`src/rtl/rtc_bus_pkg.sv`:
```
// Shared types and default timing for the RTC bus-cycle sequencer.
// Phase encoding and default parameters live here.
package rtc_bus_pkg;

    typedef enum logic [2:0] {
        S_IDLE   = 3'd0,
        S_ADDR   = 3'd1,
        S_AHOLD  = 3'd2,
        S_STROBE = 3'd3,
        S_RECOV  = 3'd4,
        S_DONE   = 3'd5
    } phase_t;

    localparam int DEF_BUS_W    = 8;
    localparam int DEF_CNT_W    = 5;
    localparam int DEF_T_AS     = 2;
    localparam int DEF_T_AH     = 1;
    localparam int DEF_T_STROBE = 10;
    localparam int DEF_T_REC    = 10;

endpackage

```
`src/rtl/bus_phase_timer.sv`:
```
// Down-counting phase timer for the bus-cycle sequencer.
// Load wins over enable; the counter parks at zero.
module bus_phase_timer #(
    parameter int CNT_W = 5
) (
    input  logic             clk,
    input  logic             reset,
    input  logic             load,
    input  logic [CNT_W-1:0] load_val,
    input  logic             enable,
    output logic             zero
);

    logic [CNT_W-1:0] cnt;

    // Reload on phase entry, otherwise count down to zero.
    always_ff @(posedge clk or negedge reset) begin
        if (!reset) begin
            cnt <= '0;
        end else if (load) begin
            cnt <= load_val;
        end else if (enable && (cnt != '0)) begin
            cnt <= cnt - CNT_W'(1);
        end
    end

    assign zero = (cnt == '0);

endmodule

```
`src/rtl/rtc_bus_cycle_seq.sv`:
```
// Single read/write bus-cycle sequencer for a muxed address/data part.
// All outputs are registered from the next state so strobes are glitch-free.
module rtc_bus_cycle_seq
    import rtc_bus_pkg::*;
#(
    parameter int BUS_W    = DEF_BUS_W,
    parameter int CNT_W    = DEF_CNT_W,
    parameter int T_AS     = DEF_T_AS,
    parameter int T_AH     = DEF_T_AH,
    parameter int T_STROBE = DEF_T_STROBE,
    parameter int T_REC    = DEF_T_REC
) (
    input  logic             clk,
    input  logic             reset,
    input  logic             start,
    input  logic             we,
    input  logic [BUS_W-1:0] addr,
    input  logic [BUS_W-1:0] wdata,
    output logic             busy,
    output logic             done,
    output logic [BUS_W-1:0] rdata,
    output logic             lcs,
    output logic             lrd,
    output logic             lwr,
    output logic             lad,
    output logic [BUS_W-1:0] bus_out,
    output logic             bus_oe,
    input  logic [BUS_W-1:0] bus_in
);

    localparam int T_MAX = 1 << CNT_W;
    localparam bit T_OK =
        (T_AS >= 1) && (T_AS < T_MAX) &&
        (T_AH >= 1) && (T_AH < T_MAX) &&
        (T_STROBE >= 1) && (T_STROBE < T_MAX) &&
        (T_REC >= 1) && (T_REC < T_MAX);

    if (!T_OK) begin : g_bad_timing
        $error("rtc_bus_cycle_seq: T_* must be in 1..2**CNT_W-1");
    end

    localparam logic [CNT_W-1:0] LD_AS  = CNT_W'(T_AS - 1);
    localparam logic [CNT_W-1:0] LD_AH  = CNT_W'(T_AH - 1);
    localparam logic [CNT_W-1:0] LD_STB = CNT_W'(T_STROBE - 1);
    localparam logic [CNT_W-1:0] LD_REC = CNT_W'(T_REC - 1);

    phase_t           state;
    phase_t           state_nxt;
    logic             tmr_load;
    logic             tmr_en;
    logic             tmr_zero;
    logic [CNT_W-1:0] tmr_val;

    logic             accept;
    logic             we_q;
    logic [BUS_W-1:0] addr_q;
    logic [BUS_W-1:0] wdata_q;
    logic             we_nxt;
    logic [BUS_W-1:0] addr_nxt;
    logic [BUS_W-1:0] wdata_nxt;

    logic             lcs_nxt;
    logic             lrd_nxt;
    logic             lwr_nxt;
    logic             lad_nxt;
    logic             oe_nxt;
    logic             busy_nxt;
    logic             done_nxt;
    logic [BUS_W-1:0] out_nxt;

    bus_phase_timer #(
        .CNT_W(CNT_W)
    ) u_timer (
        .clk     (clk),
        .reset   (reset),
        .load    (tmr_load),
        .load_val(tmr_val),
        .enable  (tmr_en),
        .zero    (tmr_zero)
    );

    assign accept = start && ((state == S_IDLE) || (state == S_DONE));
    assign tmr_en = (state == S_ADDR) || (state == S_AHOLD) ||
                    (state == S_STROBE) || (state == S_RECOV);

    // Next phase, timer reload and operand selection.
    always_comb begin
        state_nxt = state;
        tmr_load  = 1'b0;
        tmr_val   = '0;
        we_nxt    = accept ? we    : we_q;
        addr_nxt  = accept ? addr  : addr_q;
        wdata_nxt = accept ? wdata : wdata_q;
        unique case (state)
            S_IDLE, S_DONE: begin
                state_nxt = (state == S_DONE) ? S_IDLE : S_IDLE;
                if (start) begin
                    state_nxt = S_ADDR;
                    tmr_load  = 1'b1;
                    tmr_val   = LD_AS;
                end
            end
            S_ADDR: if (tmr_zero) begin
                state_nxt = S_AHOLD;
                tmr_load  = 1'b1;
                tmr_val   = LD_AH;
            end
            S_AHOLD: if (tmr_zero) begin
                state_nxt = S_STROBE;
                tmr_load  = 1'b1;
                tmr_val   = LD_STB;
            end
            S_STROBE: if (tmr_zero) begin
                state_nxt = S_RECOV;
                tmr_load  = 1'b1;
                tmr_val   = LD_REC;
            end
            S_RECOV: if (tmr_zero) begin
                state_nxt = S_DONE;
            end
            default: state_nxt = S_IDLE;
        endcase
    end

    // Decode the bus pins for the phase being entered.
    always_comb begin
        lcs_nxt  = 1'b1;
        lrd_nxt  = 1'b1;
        lwr_nxt  = 1'b1;
        lad_nxt  = 1'b1;
        oe_nxt   = 1'b0;
        busy_nxt = (state_nxt != S_IDLE);
        done_nxt = 1'b0;
        out_nxt  = '0;
        unique case (state_nxt)
            S_ADDR: begin
                lcs_nxt = 1'b0;
                lad_nxt = 1'b0;
                oe_nxt  = 1'b1;
                out_nxt = addr_nxt;
            end
            S_AHOLD: begin
                lcs_nxt = 1'b0;
                oe_nxt  = 1'b1;
                out_nxt = addr_nxt;
            end
            S_STROBE: begin
                lcs_nxt = 1'b0;
                if (we_nxt) begin
                    lwr_nxt = 1'b0;
                    oe_nxt  = 1'b1;
                    out_nxt = wdata_nxt;
                end else begin
                    lrd_nxt = 1'b0;
                end
            end
            S_DONE:  done_nxt = 1'b1;
            default: ;
        endcase
    end

    // Phase register, operand capture, read capture and pin registers.
    always_ff @(posedge clk or negedge reset) begin
        if (!reset) begin
            state   <= S_IDLE;
            we_q    <= 1'b0;
            addr_q  <= '0;
            wdata_q <= '0;
            rdata   <= '0;
            lcs     <= 1'b1;
            lrd     <= 1'b1;
            lwr     <= 1'b1;
            lad     <= 1'b1;
            bus_oe  <= 1'b0;
            bus_out <= '0;
            busy    <= 1'b0;
            done    <= 1'b0;
        end else begin
            state   <= state_nxt;
            we_q    <= we_nxt;
            addr_q  <= addr_nxt;
            wdata_q <= wdata_nxt;
            if ((state == S_STROBE) && tmr_zero && !we_q) begin
                rdata <= bus_in;
            end
            lcs     <= lcs_nxt;
            lrd     <= lrd_nxt;
            lwr     <= lwr_nxt;
            lad     <= lad_nxt;
            bus_oe  <= oe_nxt;
            bus_out <= out_nxt;
            busy    <= busy_nxt;
            done    <= done_nxt;
        end
    end

endmodule

```
`config.mk`:
```
export PLATFORM = sky130hd
export DESIGN_NAME = rtc_bus_cycle_seq
export DESIGN_NICKNAME = d
export VERILOG_FILES = /design/src/rtl/rtc_bus_pkg.sv /design/src/rtl/bus_phase_timer.sv /design/src/rtl/rtc_bus_cycle_seq.sv
export SDC_FILE = /design/constraint.sdc
export NUM_CORES = 1
export LEC_CHECK = 0
export CAP_MARGIN = 20
export CORE_ASPECT_RATIO = 0.6
export CORE_MARGIN = 2
export CORE_UTILIZATION = 50
export CTS_CLUSTER_SIZE = 14
export DETAILED_ROUTE_END_ITERATION = 10
export PLACE_DENSITY = 0.77
export SLEW_MARGIN = 40
export SYNTH_ARGS = -nofsm -noshare
export SYNTH_HDL_FRONTEND = slang
export SYNTH_SLANG_ARGS = --single-unit
```
`constraint.sdc`:
```
create_clock -name clk -period 2.4 [get_ports clk]
set_input_delay 0.6 -clock clk [delete_from_list [all_inputs] [get_ports clk]]
set_output_delay 0.6 -clock clk [all_outputs]
set_load 0.02 [all_outputs]
```
* Word-level counts from Yosys, hierarchy flattened
Cells that the tools add are included.
** Cells by class
- Multiplexer cells :: 27
- $add $sub $neg :: 1
- Equal/unequal tests :: 9
- Reduce and logical (&&, ||, !) cells :: 19
** Operators with widths (count)
- two-way mux 8 bit :: 3
- one-hot mux 8 bit (2 select lines) :: 1
- one-hot mux 3 bit (5 select lines) :: 1
- == test 3 x 2 -> 1 bit, second input constant :: 4
- two-way mux 1 bit :: 12
- two-way mux 3 bit :: 4
- two-way mux 5 bit :: 2
- == test 3 bit, second input constant :: 3
- one-hot mux 4 bit (2 select lines) :: 1
- == test 3 x 1 -> 1 bit, second input constant :: 2
- OR reduction 2 bit :: 3
- OR reduction 3 bit :: 2
- logical NOT 5 bit :: 1
- nonzero test 5 bit :: 1
- subtractor 5 x 1 -> 5 bit, second input constant :: 1
- logical AND 1 bit :: 4
- logical OR 1 bit :: 4
- two-way mux 4 bit :: 1
- one-hot mux 1 bit (2 select lines) :: 2
- logical NOT 3 bit :: 1
- nonzero test 3 bit :: 1
- nonzero test 2 bit :: 1
- logical NOT 1 bit :: 1
** Word-level totals
- Logic and storage cells :: 70
- Flip-flop bits (word level) :: 48
- Output and inout port bits :: 23

* Depth between registers and ports, before layout
Gate-level depths: netlist of the first run.
- Depth after elaboration :: 7
- Gate-level depth with buffers :: 7
- Depth with buffers taken out :: 6

* Cells and area by module
A second synthesis of the first run with hierarchy kept.
** Second synthesis, totals
- Cells, all modules :: 165
- Area, all modules :: 2074.5 um2
** Modules (own cells, without submodules)
- rtc_bus_cycle_seq :: instances 1, cells each 133, area each 1770.4 um2, seq. area each 1081.0 um2
- bus_phase_timer :: instances 1, cells each 32, area each 304.0 um2, seq. area each 125.1 um2

* Least setup slack after synthesis of the first run
No wires, ideal clock.
- Path type :: register -> register
- Start :: register u_timer.cnt[0]
- End :: register rdata[0]
- Path slack :: 0.425 ns
- Path buffers :: 1
- Clock period less this slack :: 1.975 ns
- Stages on the path, launching flop included :: 8
- Data arrival time :: 1.850 ns
- Required time :: 2.275 ns
- Path through :: dfrtp_1 inv_1 ha_1 nor4b_4 nand2_2 or3_1 buf_6 mux2_4
** On the way
- Longest elaborated chain between the ends :: 3
** RTL lines
- start, declared :: line bus_phase_timer.sv:14 : logic [CNT_W-1:0] cnt;
- start signal, assigned :: line bus_phase_timer.sv:21 : cnt <= load_val;
- start signal, assigned :: line bus_phase_timer.sv:23 : cnt <= cnt - CNT_W'(1);
- logical NOT 5 bit :: line bus_phase_timer.sv:27 : assign zero = (cnt == '0);
- logical AND 1 bit (2 in a row) :: line rtc_bus_cycle_seq.sv:183 : if ((state == S_STROBE) && tmr_zero && !we_q) begin
- end signal, assigned :: line rtc_bus_cycle_seq.sv:184 : rdata <= bus_in;
- end, declared :: line rtc_bus_cycle_seq.sv:21 : output logic [BUS_W-1:0] rdata,
No other way between the ends.
A chain may end at the register's enable or synchronous reset.

* Worst setup path after layout of the first run
- Start :: register u_timer.cnt[0]
- End :: register bus_out[2]
** On the way
- Longest elaborated chain between the ends :: 6
** RTL lines
- logical NOT 5 bit (*) :: line bus_phase_timer.sv:27
- two-way mux 3 bit (on tied branches)
- one-hot mux 3 bit (5 select lines) (*) :: line rtc_bus_cycle_seq.sv:94 : unique case (state)
- == test 3 x 2 -> 1 bit or == test 3 x 1 -> 1 bit (tied branches) :: line rtc_bus_cycle_seq.sv:135 : unique case (state_nxt)
- OR reduction 2 bit (no source line)
- one-hot mux 8 bit (2 select lines) (*) :: line rtc_bus_cycle_seq.sv:135
- net out_nxt[2] :: line rtc_bus_cycle_seq.sv:69 : logic [BUS_W-1:0] out_nxt;
- end signal, assigned :: line rtc_bus_cycle_seq.sv:191 : bus_out <= out_nxt;
- end, declared :: line rtc_bus_cycle_seq.sv:26 : output logic [BUS_W-1:0] bus_out,
The timed path passes the listed nets; every way through them passes the cells marked *.

==> results.ini, run 1 <==
[status]
outcome = completed

[synthesis]
ys_seq_elements = 48
synth_edf_count = 0
async_flop_share = 1.00
yosysSeqAreaShare = 0.537
synthAdderAreaFrac = 0.0111
synthXorXnorAreaFrac = 0.0156
synth_simple_gate_area_frac = 0.110
netlist-cell-type-count = 48
synth_warnings = 0
synthesis.area_sq_mm = 0.00225
muxShareOfSynthArea = 0.138
yosysTopAreaCellShare = 0.490
syn_nets = 212
synth_compound_area_frac = 0.150
syn_area_per_cell_sq_um = 12.3
synth_top_area_cell = dfrtp_1
synth.area.top_cells = dfrtp_1 49%, mux2_2 8.0%, mux2_4 5.3%
syn-instance-count = 182
synth_flop_cell = dfrtp_1
synth_top_family_by_area = compound AO/OA/AOI/OAI gates

[sta]
fmaxAchievable_mhz = 444
slew_violations = 0
fin_crit_sh = 0.938
rsz0062_at_grt = false
relSlewSlack = 0.479
timing.final.hold_violations = 0
fin_crit_ps = 2250
worst_pin_slew_ps = 781
whs_ps = 201
finalClockSkew_ps = 7.11
setup_viol = 0
tns_ps = 0

[floorplan]
core-area_sq_mm = 0.00421
rows = 18
die_x_microns = 90.5
ioPinCount = 51
die_h_microns = 55.9
start_util = 0.534
dieArea_sq_mm = 0.00506

[power_and_ir_drop]
combPwrFrac = 0.497
p_per_area_mw_per_mm2 = 1380
p_switching_mw = 1.51
ir_worst_vdd_mv = 0.662
netSwitchingFraction = 0.372
pwr-share-clk = 0.147
p_leak_nw = 1.25
power_mw = 4.05
power.internal_mw = 2.54
seqPwrFrac = 0.356

[cts]
clkLatencyLatePin_ps = 300
clk_pin_slew_ps = 90
cts_max_path_buffers = 2
cts_resized = 0
cts_tree = done
cts_hold_buf = 0
clock-root-buffer = clkbuf_8
cts_sinks = 48
post_cts_buffers = 0
cts_buffers = 5
ctsHtreeMaxLevel = 2

[setup_path]
crit_type = reg2reg
cp_slowest_cell = or4b_1
startpoint_type = flip-flop
critical-path-top-delay-family = simple AND/OR/NAND/NOR gates
arrival_ps = 2440
crit_chain = inv_1, ha_1, or4b_1, nand2_1, o22ai_1, a32o_1
r2r_setup_slack_ps = 150
cp-end-kind = flip-flop
worst-path-buf-inv = 1
slowest_delay_ps = 620
crit_required_ps = 2590
cp_max_fo = 9

[global_route]
grt-ovfl-total = 0
grt_max_degree = 20
grt_util_all_layers = 0.208
grt_pass1_vias = 1612
grt_pass1_wl_mm = 8.23
antenna_found_initial = 0

[placement]
numPortBuffers = 50
dp_hpwl_mm = 3.60
gp_congestion = 0.944

[run]
max_cap_violations = 0

[route]
drc = 0
routed_via_density = 5.59
first_pass_iters = 4
ant_nets = 0
vias = 1660
drtIter0Drc = 157
wl_mm = 4.92
routedWlPerCell_microns = 16.6

[layout]
area_growth_pct = 30.3
final_layout_size_suffix_gt1_frac = 0.224
n_antenna_cell = 0
nets = 266

[min_path]
hp-class = in2async

-- routing by layer --
| layer | up-vias | global-route usage | wire, microns |
|---|---|---|---|
| li1 | 772 | - | - |
| met1 | 818 | 0.292 | 2250 |
| met2 | 61 | 0.318 | 2280 |
| met3 | 9 | 0.0528 | 342 |
| met4 | 0 | 0.0703 | 53 |
| met5 | - | 0 | 0 |
-- path summary, 6_finish.rpt --
kind | start | endpoint | depth (start not counted)
max | u_timer.cnt[0] | bus_out[2] | 6
min | reset | addr_q[1] | 1
max reg2reg | u_timer.cnt[0] | bus_out[2] | 6
min reg2reg | addr_q[0] | addr_q[0] | 1
min in group clk | addr_q[0] | addr_q[0] | 1
max in group asynchronous | reset | lrd | 2
-- cell usage after synthesis (all sizes together) (3+ instances only) --
cell,n
nor2b,6
o21ai,8
nand2b,3
xnor2,3
nor2,9
dfstp,4
nand2,6
a32o,8
mux2,24
inv,4
clkbuf,5
dfrtp,44
buf,7
nor3,3
a21oi,9
or3,4
-- cells in the final DEF (no fill, tap or decap), drive strengths merged, types with 2 or more instances in the layout --
cell type | synthesis | layout
a211oi | 2 | 2
a21oi | 9 | 9
a32o | 8 | 8
buf | 7 | 10
clkbuf | 5 | 5
clkdlybuf4s50 | 0 | 49
dfrtp | 44 | 44
dfstp | 4 | 4
ha | 2 | 2
inv | 4 | 5
mux2 | 24 | 24
nand2 | 6 | 6
nand2b | 3 | 3
nor2 | 9 | 9
nor2b | 6 | 6
nor3 | 3 | 3
o211a | 2 | 2
o21a | 2 | 2
o21ai | 8 | 8
o22ai | 2 | 2
o31ai | 2 | 2
or2 | 2 | 2
or3 | 4 | 4
or3b | 2 | 2
xnor2 | 3 | 3
-- cell type report --
cell class | instances | area, sq um
Fill cell | 320 | 1280
Sequential cell | 48 | 1210
Multi-Input combinational cell | 118 | 955
Timing Repair Buffer | 59 | 563
Tap cell | 60 | 75.1
Clock buffer | 5 | 68.8
Clock inverter | 3 | 46.3
Inverter | 4 | 15.0
-- through the flow --
| step | cell area, sq um | cells | setup WS [ps] | utilization |
|---|---|---|---|---|
| detailed placement | 2810 | 289 | 27.9 | 0.668 |
| floorplan | 2250 | 182 | 425 | - |
| finish | 2930 | 297 | 150 | 0.695 |
| CTS | 2930 | 297 | 178 | 0.695 |
| global placement | 2810 | 289 | 84.2 | 0.668 |
| global route | 2930 | 297 | 45.4 | 0.695 |
-- registers in the layout, summed over array words and instances, names as in the netlist --
signal,flops
addr_q,8
bus_oe,1
bus_out,8
busy,1
done,1
lad,1
lcs,1
lrd,1
lwr,1
rdata,8
state,3
u_timer.cnt,5
wdata_q,8
we_q,1
-- power groups by stage --
stage	combinational [mW]	clock [mW]	sequential, mW
3_3_place_gp	1.93	0	1.43
3_5_place_dp	2.00	0	1.45
2_1_floorplan	1.19	0	1.57
6_report	2.01	0.595	1.44
4_1_cts	2.02	0.604	1.44
5_1_grt	2.18	0.652	1.49
-- cells by family after synthesis --
| family | Yosys count |
|---|---|
| buffers and inverters | 16 |
| DFF | 48 |
| xor gates and xnor gates | 4 |
| and+or+nand+nor | 41 |
| muxes | 25 |
| AOI/OAI and AO/OA | 46 |
| adders and majority gates | 2 |
No activity file was read; power rests on OpenSTA's default activity.
==> inputs of run 2 (changes only) <==
--- a/config.mk
+++ b/config.mk
@@ -6,12 +6,15 @@
 export NUM_CORES = 1
 export LEC_CHECK = 0
 export CAP_MARGIN = 20
+export CELL_PAD_IN_SITES_DETAIL_PLACEMENT = 1
+export CELL_PAD_IN_SITES_GLOBAL_PLACEMENT = 1
 export CORE_ASPECT_RATIO = 0.6
 export CORE_MARGIN = 2
-export CORE_UTILIZATION = 50
+export CORE_UTILIZATION = 39
 export CTS_CLUSTER_SIZE = 14
 export DETAILED_ROUTE_END_ITERATION = 10
-export PLACE_DENSITY = 0.77
+export GPL_TIMING_DRIVEN = 0
+export PLACE_DENSITY = 0.75
 export SLEW_MARGIN = 40
 export SYNTH_ARGS = -nofsm -noshare
 export SYNTH_HDL_FRONTEND = slang
==> results.ini, run 2 (synthesis gave the netlist of run 1 again) <==
[status]
outcome = completed

[sta]
slew_violations = 0  ; unchanged
rsz0062_at_grt = false
worst_pin_slew_ps = 494  ; -287 ps
fin_crit_ps = 2300  ; +46.0 ps
setup_viol = 0  ; unchanged
timing.final.hold_violations = 0  ; unchanged
fin_crit_sh = 0.957  ; +0.0192
relSlewSlack = 0.671  ; +0.191
finalClockSkew_ps = 5.83  ; -1.28 ps
fmaxAchievable_mhz = 435  ; -2.0%

[floorplan]
start_util = 0.403  ; -0.130
die_x_microns = 102  ; +13%
dieArea_sq_mm = 0.00641  ; +26%
rows = 21  ; +3
core-area_sq_mm = 0.00557  ; +32%
die_h_microns = 62.8  ; +12%
ioPinCount = 51  ; unchanged

[layout]
final_util = 0.539  ; -0.157
n_antenna_cell = 0  ; unchanged
final_common_cell = clkdlybuf4s50_1
final_layout_size_suffix_gt1_frac = 0.234  ; +0.00998
nets = 273  ; +2.6%
area_growth_pct = 33.6
layout_common_cells = 49 x clkdlybuf4s50_1, 44 x dfrtp_1, 16 x mux2_2
finalNonFillerCells = 324  ; +9.1%

[cts]
clock-root-buffer = clkbuf_8
clkLatencyLatePin_ps = 300  ; about the same
cts_tree = done
cts_hold_buf = 0  ; unchanged
ctsHtreeMaxLevel = 2  ; unchanged
cts_max_path_buffers = 2  ; unchanged
clk_pin_slew_ps = 90  ; about the same
cts_sinks = 48  ; unchanged
cts_buffers = 5  ; unchanged

[setup_path]
startpoint_type = input port
crit_chain = clkdlybuf4s50_1, nor2b_2, a21boi_0, or2_0, clkbuf_1, or3b_1
slowest_delay_ps = 610  ; about the same
reg2reg_depth = 8  ; +2
cp-endpoint = lrd
arrival_ps = 2530  ; +90 ps
crit_required_ps = 2630  ; +40 ps
reg2reg_from = u_timer.cnt[0]
cp_max_fo = 10  ; +1
r2r_setup_slack_ps = 170  ; +20 ps
r2r_end = bus_out[4]
crit_type = in2reg
cp_slowest_cell = clkdlybuf4s50_1
cp-end-kind = flip-flop
startpoint = start

[global_route]
grt_pass1_wl_mm = 9.29  ; +13%
grt_util_all_layers = 0.189  ; -0.0186
antenna_found_initial = 0  ; unchanged
grt_pass1_vias = 1798  ; +12%
grt-ovfl-total = 0  ; unchanged
grt_max_degree = 44  ; +120%

[placement]
dp_hpwl_mm = 4.08  ; +13%
numPortBuffers = 50  ; unchanged
gp_congestion = 0.763  ; -19%
dp.cells = 313  ; +8.3%

[power_and_ir_drop]
ir_worst_vdd_mv = 0.681  ; +3.0%
p_per_area_mw_per_mm2 = 1370  ; -0.64%
p_leak_nw = 1.26  ; +1.2%

[route]
first_pass_iters = 4  ; unchanged
drtIter0Drc = 55  ; -65%
ant_nets = 0  ; unchanged
wl_mm = 5.64  ; +15%
drc = 0  ; unchanged
vias = 1667  ; +0.42%
routed_via_density = 5.15  ; -7.9%
routedWlPerCell_microns = 17.4  ; +5.1%

[min_path]
hp-class = in2async

[run]
max_cap_violations = 0  ; unchanged

## run 2: area by class of cell
cell class / count / area [sq um]
Buffer: 12 / 71.3
Clock buffer: 5 / 68.8
Clock inverter: 3 / 42.5
Fill cell: 601 / 2570
Inverter: 4 / 15.0
Multi-Input combinational cell: 118 / 960
Sequential cell: 48 / 1210
Tap cell: 80 / 100
Timing Repair Buffer: 54 / 538
## run 2: worst max-delay path: cells and delay by family
kind | cells | cell delay (ps)
AND/OR/NAND/NOR | 3 | 920
AO/OA/AOI/OAI | 1 | 150
buffers and inverters | 2 | 860
## run 2: timing repair
item,4_1_cts,5_1_grt
buffers inserted,0,2
endpoints found under the setup margin,8,17
gates cloned,0,0
gates resized for setup,1,2
## run 2: worst min-delay path by stage
stage | startpoint | end | slack [ps] | cells after the start
6_report | reset | u_timer.cnt[3] | 100 | 1
2_1_floorplan | reset | addr_q[0] | 300 | 0
4_1_cts | reset | u_timer.cnt[3] | 90 | 1
3_5_place_dp | reset | u_timer.cnt[3] | 430 | 1
5_1_grt | reset | u_timer.cnt[3] | 90 | 1
3_3_place_gp | addr_q[2] | addr_q[2] | 480 | 1
## run 2: layer usage
metal / share of wire / vias up / GRT usage
li1: - / 782 / -
met1: 0.50 / 834 / 0.272
met2: 0.44 / 45 / 0.294
met3: 0.047 / 6 / 0.0425
met4: 0.0073 / 0 / 0.0400
met5: 0 / - / 0
## run 2: metrics by stage
step	power (mW)	hold WS, ps	cell area (sq um)	setup TNS, ps	worst slack, ps
2_1_floorplan	2.76	304	2250	0	425
5_1_grt	4.41	87.0	3000	0	25.1
6_report	4.13	98.2	3000	0	104
3_3_place_gp	3.43	479	2850	-36070	-725
3_5_place_dp	3.51	431	2870	-4600	-380
4_1_cts	4.13	93.3	2980	0	34.6
## run 2: power by group
group	leakage, nW	internal, mW	switching, mW
Combinational	0.639	1.06	1.09
Clock	0.0541	0.309	0.282
Sequential	0.570	1.21	0.175
